**config.mk**
```make
export PLATFORM = sky130hd
export DESIGN_NAME = onehot_walker
export DESIGN_NICKNAME = d
export VERILOG_FILES = /design/src/rtl/onehot_walker.sv
export SDC_FILE = /design/constraint.sdc
export NUM_CORES = 1
export LEC_CHECK = 0
export BUFFER_PORTS_ARGS = -buffer_cell sky130_fd_sc_hd__buf_2
export CORE_AREA = 2 2 45 47
export DETAILED_ROUTE_END_ITERATION = 8
export DIE_AREA = 0 0 47 49
export PLACE_DENSITY = 0.71
export SLEW_MARGIN = 5
export SYNTH_ARGS = -nofsm -noshare
export SYNTH_HDL_FRONTEND = slang
export SYNTH_SLANG_ARGS = --single-unit
```
**constraint.sdc**
```tcl
create_clock -name clk -period 2.2 [get_ports clk]
set_clock_uncertainty 0.2 [all_clocks]
set_input_delay 0.44 -clock clk [delete_from_list [all_inputs] [get_ports clk]]
set_output_delay 0.44 -clock clk [all_outputs]
set_load 0.01 [all_outputs]
```
**src/rtl/onehot_walker.sv**
```systemverilog
// onehot_walker
//   Parametrised one-hot walking sequencer. Idles at all-zero for IDLE_CYCLES
//   enabled cycles, then walks a single set bit across WIDTH bits in the
//   direction latched at walk entry. With WRAP=1 the walk repeats; with WRAP=0
//   it parks on the last bit until clear/reset. Used as a phase-select strobe.
//
//   Parameters
//     WIDTH        number of state bits (>=2)
//     IDLE_CYCLES  enabled cycles at all-zero before a walk starts (0..255)
//     WRAP         1: repeat after the last bit, 0: hold at the last bit
//   Ports
//     clk      clock, all logic on posedge
//     rst      synchronous reset, active low
//     i_en     advance enable; state frozen when low
//     i_clr    synchronous clear to idle, takes priority over i_en
//     i_dir    0: bit0 -> bit WIDTH-1, 1: bit WIDTH-1 -> bit0 (sampled on entry)
//     o_state  one-hot or all-zero sequencer state
//     o_pos    index of the set bit, 0 when idle
//     o_busy   o_state != 0
//     o_wrap   one-cycle pulse: the last bit was left on this edge
//     o_done   WRAP=0 only: holding at the last bit
module onehot_walker #(
  parameter int WIDTH       = 3,
  parameter int IDLE_CYCLES = 1,
  parameter bit WRAP        = 1'b1,
  localparam int PW         = (WIDTH > 2) ? $clog2(WIDTH) : 1
) (
  input  logic             clk,
  input  logic             rst,
  input  logic             i_en,
  input  logic             i_clr,
  input  logic             i_dir,
  output logic [WIDTH-1:0] o_state,
  output logic [PW-1:0]    o_pos,
  output logic             o_busy,
  output logic             o_wrap,
  output logic             o_done
);

  localparam logic [WIDTH-1:0] LSB_BIT   = {{(WIDTH-1){1'b0}}, 1'b1};
  localparam logic [WIDTH-1:0] MSB_BIT   = {1'b1, {(WIDTH-1){1'b0}}};
  localparam logic [7:0]       IDLE_LAST = (IDLE_CYCLES == 0) ? 8'd0 : 8'(IDLE_CYCLES - 1);

  function automatic logic [PW-1:0] enc(input logic [WIDTH-1:0] s);
    enc = '0;
    for (int i = 0; i < WIDTH; i++)
      if (s[i]) enc = PW'(i);
  endfunction

  logic [WIDTH-1:0] r_state;
  logic [PW-1:0]    r_pos;
  logic             r_busy, r_wrap, r_done, r_dir_q;
  logic [7:0]       r_idle_cnt;

  logic [WIDTH-1:0] w_first, w_last, w_state_n, w_last_n;
  logic             w_at_last, w_dir_n, w_wrap_n, w_done_n;
  logic [7:0]       w_cnt_n;

  // Entry bit follows the live dir; the end of the walk follows the latched one.
  assign w_first   = i_dir ? MSB_BIT : LSB_BIT;
  assign w_last    = r_dir_q ? LSB_BIT : MSB_BIT;
  assign w_at_last = (r_state == w_last);

  always_comb begin
    w_state_n = r_state;
    w_dir_n   = r_dir_q;
    w_cnt_n   = r_idle_cnt;
    w_wrap_n  = 1'b0;
    if (i_en) begin
      if (r_state == '0) begin
        if (IDLE_CYCLES == 0 || r_idle_cnt == IDLE_LAST) begin
          w_state_n = w_first;
          w_dir_n   = i_dir;
          w_cnt_n   = 8'd0;
        end else begin
          w_cnt_n = r_idle_cnt + 8'd1;
        end
      end else if (w_at_last) begin
        if (WRAP) begin
          w_wrap_n = 1'b1;
          // With no idle dwell the walker is a pure ring: re-enter directly.
          if (IDLE_CYCLES == 0) begin
            w_state_n = w_first;
            w_dir_n   = i_dir;
          end else begin
            w_state_n = '0;
          end
        end
      end else begin
        w_state_n = r_dir_q ? (r_state >> 1) : (r_state << 1);
      end
    end
    // done is derived from the next state so it rises together with arrival.
    w_last_n = w_dir_n ? LSB_BIT : MSB_BIT;
    w_done_n = !WRAP && (w_state_n == w_last_n);
  end

  always_ff @(posedge clk) begin
    if (!rst || i_clr) begin
      r_state    <= '0;
      r_pos      <= '0;
      r_busy     <= 1'b0;
      r_wrap     <= 1'b0;
      r_done     <= 1'b0;
      r_dir_q    <= 1'b0;
      r_idle_cnt <= 8'd0;
    end else begin
      r_state    <= w_state_n;
      r_pos      <= enc(w_state_n);
      r_busy     <= (w_state_n != '0);
      r_wrap     <= w_wrap_n;
      r_done     <= w_done_n;
      r_dir_q    <= w_dir_n;
      r_idle_cnt <= w_cnt_n;
    end
  end

  assign o_state = r_state;
  assign o_pos   = r_pos;
  assign o_busy  = r_busy;
  assign o_wrap  = r_wrap;
  assign o_done  = r_done;

`ifndef SYNTHESIS
  a_onehot: assert property (@(posedge clk) disable iff (!rst) $onehot0(r_state));
  a_busy:   assert property (@(posedge clk) disable iff (!rst) r_busy == (r_state != '0));
  a_pos:    assert property (@(posedge clk) disable iff (!rst) r_pos == enc(r_state));
  a_wrap:   assert property (@(posedge clk) disable iff (!rst)
                             r_wrap |-> ($past(w_at_last) && $past(i_en)));

  generate
    if (!WRAP) begin : g_hold
      a_done_hold: assert property (@(posedge clk) disable iff (!rst)
                                    (r_done && !i_clr) |=> r_done);
    end
    for (genvar b = 0; b < WIDTH; b++) begin : g_cov
      c_bit: cover property (@(posedge clk) disable iff (!rst) r_state == LSB_BIT << b);
    end
  endgenerate

  c_wrap:     cover property (@(posedge clk) disable iff (!rst) r_wrap);
  c_dir1_end: cover property (@(posedge clk) disable iff (!rst)
                              r_dir_q && (r_state == LSB_BIT) && i_en);
`endif

endmodule

```
# Word-level counts from Yosys, hierarchy flattened
# Index checks and enable logic that the tools add are counted.
# totals
ff_bits	16
input_bits	5
output_inout_bits	8
elab_cells	30
# classes
add_sub_neg	1
eq_ne	1
mux	11
n_bitwise	1
n_reduce_logical	9
# op_table
op	n
3-bit 2-to-1 mux	7
8-bit by 1-bit adder with 8-bit output, second input constant	1
8-bit logical NOT	1
8-bit 2-to-1 mux	1
3-bit == test	1
3-bit logical NOT	1
3-bit AND reduction	1
3-bit nonzero test	1
3-bit OR reduction	1
1-bit 2-to-1 mux	2
2-bit 2-to-1 mux	1
2-bit AND reduction	1
2-bit OR reduction	1
1-bit logical NOT	1
1-bit logical OR	1
1-bit NOT	1

# Depth between registers and ports, before layout
# Gate-level depths: netlist (run 1).
# depth
ltp_word	7
depth_mapped	5
depth_no_buf	5

# Least setup slack after synthesis (run 1)
# No wires, ideal clock.
# synth_path
path_kind	register -> register
startpoint	reg r_idle_cnt[0]
endpoint	reg r_idle_cnt[2]
setup_time_ns	0.142
arrival_time_ns	1.669
t_required_ns	1.858
path_slack_ns	0.189
stages_incl_launch_ff	6
path_buffers	0
synth_period_minus_slack_ns	2.011
path_cell_list	dfxtp_1 > inv_1 > ha_1 > or4b_2 > o31ai_1 > a21oi_1
# synth_via
elab_chain_cells	2
word_cells_on_any_way	3
cone_classes	add/sub (1); mux (1); reduce/logical (1)
# synth_rtl
item	line_no	rtl
from (decl)	53	logic [7:0] r_idle_cnt;
from (signal assigned)	114	r_idle_cnt <= w_cnt_n;
8-bit by 1-bit adder with 8-bit output or 8-bit logical NOT (tied branches)	76, 71	
8-bit 2-to-1 mux (*)	71	if (IDLE_CYCLES == 0 || r_idle_cnt == IDLE_LAST) begin
# Every way passes the cells marked *; elsewhere a longest branch is shown, timed or not.
# A chain may end at the register's enable or synchronous reset.

# Final worst setup path (run 1)
# layout_path
startpoint	reg r_idle_cnt[0]
endpoint	reg r_pos[0] (netlist: o_pos[0])
# layout_via
elab_chain_cells	5
word_cells_on_any_way	6
cone_classes	mux (4); reduce/logical (2)
# layout_rtl
item	line_no	rtl
8-bit logical NOT (*)	71	
3-bit 2-to-1 mux (*)	71	
3-bit 2-to-1 mux (*)	70	if (r_state == '0) begin
3-bit 2-to-1 mux (*)	69	if (i_en) begin
1-bit 2-to-1 mux or 2-bit OR reduction (tied branches)	--	
to (signal assigned)	109	r_pos <= enc(w_state_n);
to (decl)	51	logic [PW-1:0] r_pos;
# Marked as above.

==> results.md, run 1 <==
* Status: completed
* PnR worst setup slack at 0.09350 ns
* Cells after DPL at 128
* Cell Pwr Density at 542.1 nW/µm²
* Fmax at 474.7 MHz
* Reg area at 300.3 µm²
* Final Instance Area at 903.4 µm²
* CTS resizes at 0
* DP Area at 870.8 µm²
* TNS Setup at 0 ns
* Die width at 47 µm
* Number of max-cap violations at 0
* Cell area after synthesis at 772.0 µm²
* Critical-path maximum fanout at 5
* Number of buffers created by CTS at 3
* Clock Path Buffers at 2
* DR iter-0 viols at 21
* H-Tree Depth at 1
* Synthesized net count at 96
* Initial DRT Pass Iterations at 4
* Clk slew on worst S/H paths at 0.09 ns
* DRC at 0
* Core ar. at 1842 µm²
* Hold_sp: i_dir
* DP Wirelength at 1164 µm
* Hold buffers post-CTS at 0
* Leak at 0.3430 nW
* Io pins at 13
* R2R Setup Slk at 0.09 ns
* Largest net degree at the start of global routing at 17
* Dpl ws at 0.1331 ns
* Worst IR drop on VDD at 0.3864 mV
* Port bufs at 11
* Hold endpoint: o_state[0]
* Syn Inst Count at 89
* Worst-Skew Late Latency at 0.30 ns
* Global-route wire length before repair at 2808 µm
* RSZ-0062 raised after global routing: false
* Vias at 725
* Drt total wl at 1617 µm
* Area of the multi-input gates at 419.2 µm²
* Period utilization at 95.75%
* FF-to-FF Start: r_idle_cnt[0]
* Area growth, synth to finish at 17.02%
* Critical Setup Path Class: reg2reg
* Total Power at 489.7 µW
* Total grt overflow at 0
* Die ar. at 2303 µm²
* Gr usage total at 16.83%
* Sequential area share after synthesis at 38.90%
* Startpoint class of the critical path: flip-flop
* Initial antenna violation count at 0
* R2R cell count at 6
* FF+latch count, synth at 15
* Worst EP required at 2.18 ns
* Fillcell total at 190
* Most common cell after layout, fill and taps aside: dfxtp_1
* Setup violators final at 0
* Yosys Warn Count at 0
* Post-CTS Setup Inserts at 0
* HP Class: in2reg
* DIE HEIGHT at 49 µm
* Vias/cell at 5.492
* Commonest non-fill, non-tap cells in the layout: 15 x dfxtp_1, 11 x buf_2, 10 x a21oi_1
* Share of layout cells above drive strength 1 at 22.86%
* Initial Util at 41.92%
* Wire per inst at 12.25 µm
* Min Tclk post-route at 2.106 ns
* Crit path DAT at 2.09 ns
* Reg2reg end: o_pos[0]
* Vias in the first global route at 656
* CTS tree: yes
* ANT nets after route at 0
* Root buf cell: clkbuf_4
* Fin. max-slew vios at 0
* Diodes inserted at 0
* Mapped Avg Cell Area at 8.674 µm²
* Hold path depth at 4
* FP Rows at 16
* Final-report hold violation count at 0
* GP Congestion at 0.8023
* Critical path endpoint category: flip-flop
* Synth unique cells at 34
* CTS sink count at 15
* Final net count at 113
* Fin cells at 132
how the worst max path moves through the flow:
stage	start	end	slack, ns	cells after the start
2_1_floorplan	r_idle_cnt[0]	r_idle_cnt[2]	0.19	5
3_3_place_gp	i_en	r_idle_cnt[5]	0.16	5
3_5_place_dp	r_idle_cnt[0]	r_idle_cnt[4]	0.13	6
4_1_cts	r_idle_cnt[0]	r_idle_cnt[4]	0.12	6
5_1_grt	r_idle_cnt[0]	r_idle_cnt[3]	0.005	6
6_report	r_idle_cnt[0]	o_pos[0]	0.09	6
power breakdown:
group / internal [mW] / switching, mW
registers: 0.274 / 0.00278
logic: 0.0225 / 0.0273
clock network: 0.0678 / 0.0949
total: 0.365 / 0.125
logic make-up after synthesis:
family / after synthesis / share of synthesized area [%]
simple gates: 32 / 25.28
compound gates: 25 / 20.58
flops: 15 / 38.90
buf+inv: 11 / 7.453
mux: 3 / 4.052
fa+ha+maj: 2 / 3.241
other cells: 1 / 0.4858
metal layers:
metal / part of all wire, % / global-route usage, % / wire length [µm]
met5: 0 / 0 / 0
met2: 45 / 24.20 / 732
met3: 4.8 / 2.222 / 78
met1: 46 / 22.74 / 747
met4: 3.6 / 11.11 / 58
cell type report:
type / instances / share of cell area [%]
sequential: 15 / 33.24
tap: 27 / 3.740
clock buffer: 3 / 2.493
inverter: 6 / 2.493
timing repair buffer: 17 / 11.08
clock inverter: 1 / 0.5540
multi-input combinational: 63 / 46.40
metrics by stage:
stage / hold WS (ns) / util, %
finish: 0.2139 / 49.05
global route: 0.2290 / 49.05
CTS: 0.2149 / 48.78
detailed placement: 0.2819 / 47.28
global placement: 0.2778 / 47.28
floorplan: 0.2599 / -
worst max-delay path: stages, from the launching register on:
cell and delay [ns]:
dfxtp_1 0.35, inv_1 0.09, ha_1 0.17, or4b_2 0.69, nor4_1 0.29, buf_4 0.17
nor4_1 0.04
cell usage after synthesis:
| library cell | number | area [µm²] |
|---|---|---|
| or4b_1 | 1 | 10.01 |
| o31a_1 | 1 | 8.760 |
| or4_1 | 3 | 22.52 |
| and3_1 | 1 | 6.260 |
| mux2i_1 | 2 | 20.02 |
| nor4b_1 | 2 | 17.52 |
| mux2_2 | 1 | 11.26 |
| nor2b_1 | 1 | 6.260 |
| o21a_1 | 2 | 15.01 |
| buf_6 | 1 | 11.26 |
| inv_1 | 6 | 22.52 |
| buf_4 | 2 | 15.01 |
| conb_1 | 1 | 3.750 |
| a31oi_1 | 1 | 6.260 |
| and3b_1 | 1 | 8.760 |
| a21oi_1 | 10 | 50.05 |
| o21ai_0 | 2 | 10.01 |
| o31ai_1 | 5 | 37.54 |
| or4b_2 | 1 | 10.01 |
| buf_2 | 1 | 5.000 |
| dfxtp_1 | 15 | 300.3 |
| or3_1 | 3 | 18.77 |
| nand3_1 | 2 | 10.01 |
| o211ai_1 | 2 | 15.01 |
| o22ai_1 | 1 | 6.260 |
| nor2_1 | 2 | 7.510 |
| nor3_1 | 1 | 5.000 |
| nand4_1 | 2 | 12.51 |
| nand2b_1 | 2 | 12.51 |
| clkbuf_1 | 1 | 3.750 |
| nand2_1 | 6 | 22.52 |
| nor4_1 | 4 | 25.02 |
| a311o_1 | 1 | 10.01 |
| ha_1 | 2 | 25.02 |
sequential cells by signal (all words and copies together) (netlist names):
| name | count |
|---|---|
| o_busy | 1 |
| o_pos | 1 |
| o_state | 3 |
| o_wrap | 1 |
| r_dir_q | 1 |
| r_idle_cnt | 8 |
Note: power is estimated with default switching activity, not from simulation.
==> run 2: changes to the inputs <==
==> constraint.sdc (replaced) <==
create_clock -name clk -period 2.2 [get_ports clk]
set_clock_uncertainty 0.2 [all_clocks]
set_input_delay 0.11 -clock clk [delete_from_list [all_inputs] [get_ports clk]]
set_output_delay 0.11 -clock clk [all_outputs]
set_load 0.01 [all_outputs]
==> results.md, run 2 (synthesized netlist as in run 1, its figures left out) <==
* Status: completed
* Most common cell after layout, fill and taps aside: dfxtp_1
* Die ar. at 2303 µm² (unchanged)
* Clock Path Buffers at 2 (unchanged)
* Number of max-cap violations at 0 (unchanged)
* Global-route wire length before repair at 2918 µm (+3.9%)
* Min Tclk post-route at 2.098 ns (-0.008055 ns)
* Initial antenna violation count at 0 (unchanged)
* Area growth, synth to finish at 21.56%
* Critical path endpoint category: flip-flop
* Port bufs at 11 (unchanged)
* Vias at 738 (+1.8%)
* Number of buffers created by CTS at 3 (unchanged)
* DR iter-0 viols at 8 (-62%)
* Gr usage total at 17.30% (+0.47 points)
* Cell Pwr Density at 530.3 nW/µm² (-2.2%)
* Max reg flops at 8 (unchanged)
* Fin cells at 135 (+2.3%)
* Diodes inserted at 0 (unchanged)
* Slew headroom at 65.29%
* Total grt overflow at 0 (unchanged)
* Drt total wl at 1707 µm (+5.6%)
* Cells after DPL at 128 (unchanged)
* TNS Setup at 0 ns (unchanged)
* Final-report hold violation count at 0 (unchanged)
* Worst-Skew Late Latency at 0.30 ns (about the same)
* GP Congestion at 0.7671 (-4.4%)
* Combinational Power Share at 11.0% (+0.8 points)
* Reg area at 300.3 µm² (unchanged)
* DRC at 0 (unchanged)
* DP Wirelength at 1128 µm (-3.1%)
* Area of the multi-input gates at 425.4 µm² (+1.5%)
* Vias/cell at 5.467 (-0.47%)
* CTS sink count at 15 (unchanged)
* H-Tree Depth at 1 (unchanged)
* DIE HEIGHT at 49 µm (unchanged)
* Critical Setup Path Class: reg2reg
* RSZ-0062 raised after global routing: false
* WHS at 0.04415 ns (-0.1697 ns)
* Initial DRT Pass Iterations at 4 (unchanged)
* HP Class: in2reg
* Sequential share of power at 55.5% (-1.1 points)
* Worst EP required at 2.19 ns (about the same)
* Internal power at 370.2 µW (+1.5%)
* NetSw at 127.5 µW (+2.1%)
* Met3 Resource Use GR at 3.333% (+1.1 points)
* Crit path DAT at 2.09 ns (about the same)
* Grt met1 use at 25.81% (+3.1 points)
* Fmax at 476.5 MHz (+0.38%)
* Largest net degree at the start of global routing at 17 (unchanged)
* Global route hottest layer: met1
* Initial Util at 41.92% (unchanged)
* Leak at 0.3546 nW (+3.4%)
* Core ar. at 1842 µm² (unchanged)
* ANT nets after route at 0 (unchanged)
* GR Util met2 at 22.60% (-1.6 points)
* Reg with most FFs: r_idle_cnt
* Fillcell total at 191 (+0.53%)
* Worst IR drop on VDD at 0.3450 mV (-11%)
* Commonest non-fill, non-tap cells in the layout: 15 x dfxtp_1, 11 x buf_2, 10 x a21oi_1
* Post-CTS Setup Inserts at 0 (unchanged)
* Clk slew on worst S/H paths at 0.09 ns (about the same)
* Critical-path maximum fanout at 5 (unchanged)
* Share of layout cells above drive strength 1 at 22.22% (-0.63 points)
* Fin. max-slew vios at 0 (unchanged)
* Io pins at 13 (unchanged)
* Vias in the first global route at 660 (+0.61%)
* Period utilization at 95.38% (-0.37 points)
* Wire per inst at 12.64 µm (+3.2%)
* Switch share at 25.62% (+0.11 points)
* Startpoint class of the critical path: flip-flop
* Final core occ at 50.95% (+1.9 points)
* FP Rows at 16 (unchanged)
* Root buf cell: clkbuf_4
* Die width at 47 µm (unchanged)
* Clock power frac at 33.4% (+0.2 points)
* Least-Margin Pin Slew at 0.5134 ns
* Setup violators final at 0 (unchanged)
* CTS tree: yes
* Final net count at 116 (+2.7%)
## run 2: cell types whose count changed in the layout (fill, tap and decap cells not counted), sizes merged
cell | before | now
clkbuf | 3 | 4
clkinv | 1 | 0
dlygate4sd3 | 0 | 3
## run 2: critical path, stage by stage, from the launching register on
cell and delay [ns]:
dfxtp_1 0.34, inv_1 0.08, ha_1 0.15, or4b_2 0.69, o31ai_2 0.30, buf_4 0.19
a21oi_1 0.04
## run 2: path summary, 6_finish.rpt
check | start | end | slack (ns) | cells after the start
max | r_idle_cnt[0] | r_idle_cnt[5] | 0.10 | 6
min | rst | r_dir_q | 0.04 | 3
min reg2reg | r_idle_cnt[1] | r_idle_cnt[1] | 0.30 | 2
max reg2reg | r_idle_cnt[0] | r_idle_cnt[5] | 0.10 | 6
## run 2: final cells by class
| cell class | instances | area share, % |
|---|---|---|
| Tap cell | 27 | 3.600 |
| Clock buffer | 4 | 2.800 |
| Timing Repair Buffer | 20 | 13.87 |
| Inverter | 6 | 2.400 |
| Sequential cell | 15 | 32.00 |
| Multi-Input combinational cell | 63 | 45.33 |
## run 2: power by group through the flow
stage | Combinational [mW] | Clock [mW] | Sequential [mW]
after global routing | 0.0595 | 0.179 | 0.277
after detailed placement | 0.0475 | 0 | 0.283
after CTS | 0.0515 | 0.167 | 0.276
after floorplan | 0.0304 | 0 | 0.285
after global placement | 0.0468 | 0 | 0.283
final | 0.0549 | 0.166 | 0.276
## run 2: through the flow
step / setup WS (ns) / cell area (µm²) / power (mW)
finish: 0.1016 / 938.4 / 0.4977
global route: 0.008739 / 938.4 / 0.5155
CTS: 0.03684 / 927.1 / 0.4948
detailed placement: 0.06748 / 870.8 / 0.3301
global placement: 0.1534 / 870.8 / 0.3294
floorplan: 0.1888 / 772.0 / 0.3155
## run 2: routing by layer
| layer | share of wire, % | routed length, µm |
|---|---|---|
| met4 | 2.8 | 48 |
| met2 | 47 | 796 |
| met3 | 4.2 | 72 |
| met5 | 0 | 0 |
| met1 | 46 | 790 |
## run 2: what timing repair did
action | CTS | global route
resized for setup | 0 | 2
endpoints found under the setup margin | 0 | 8
endpoints found under the hold margin | 6 | 0
hold buffers | 3 | 0
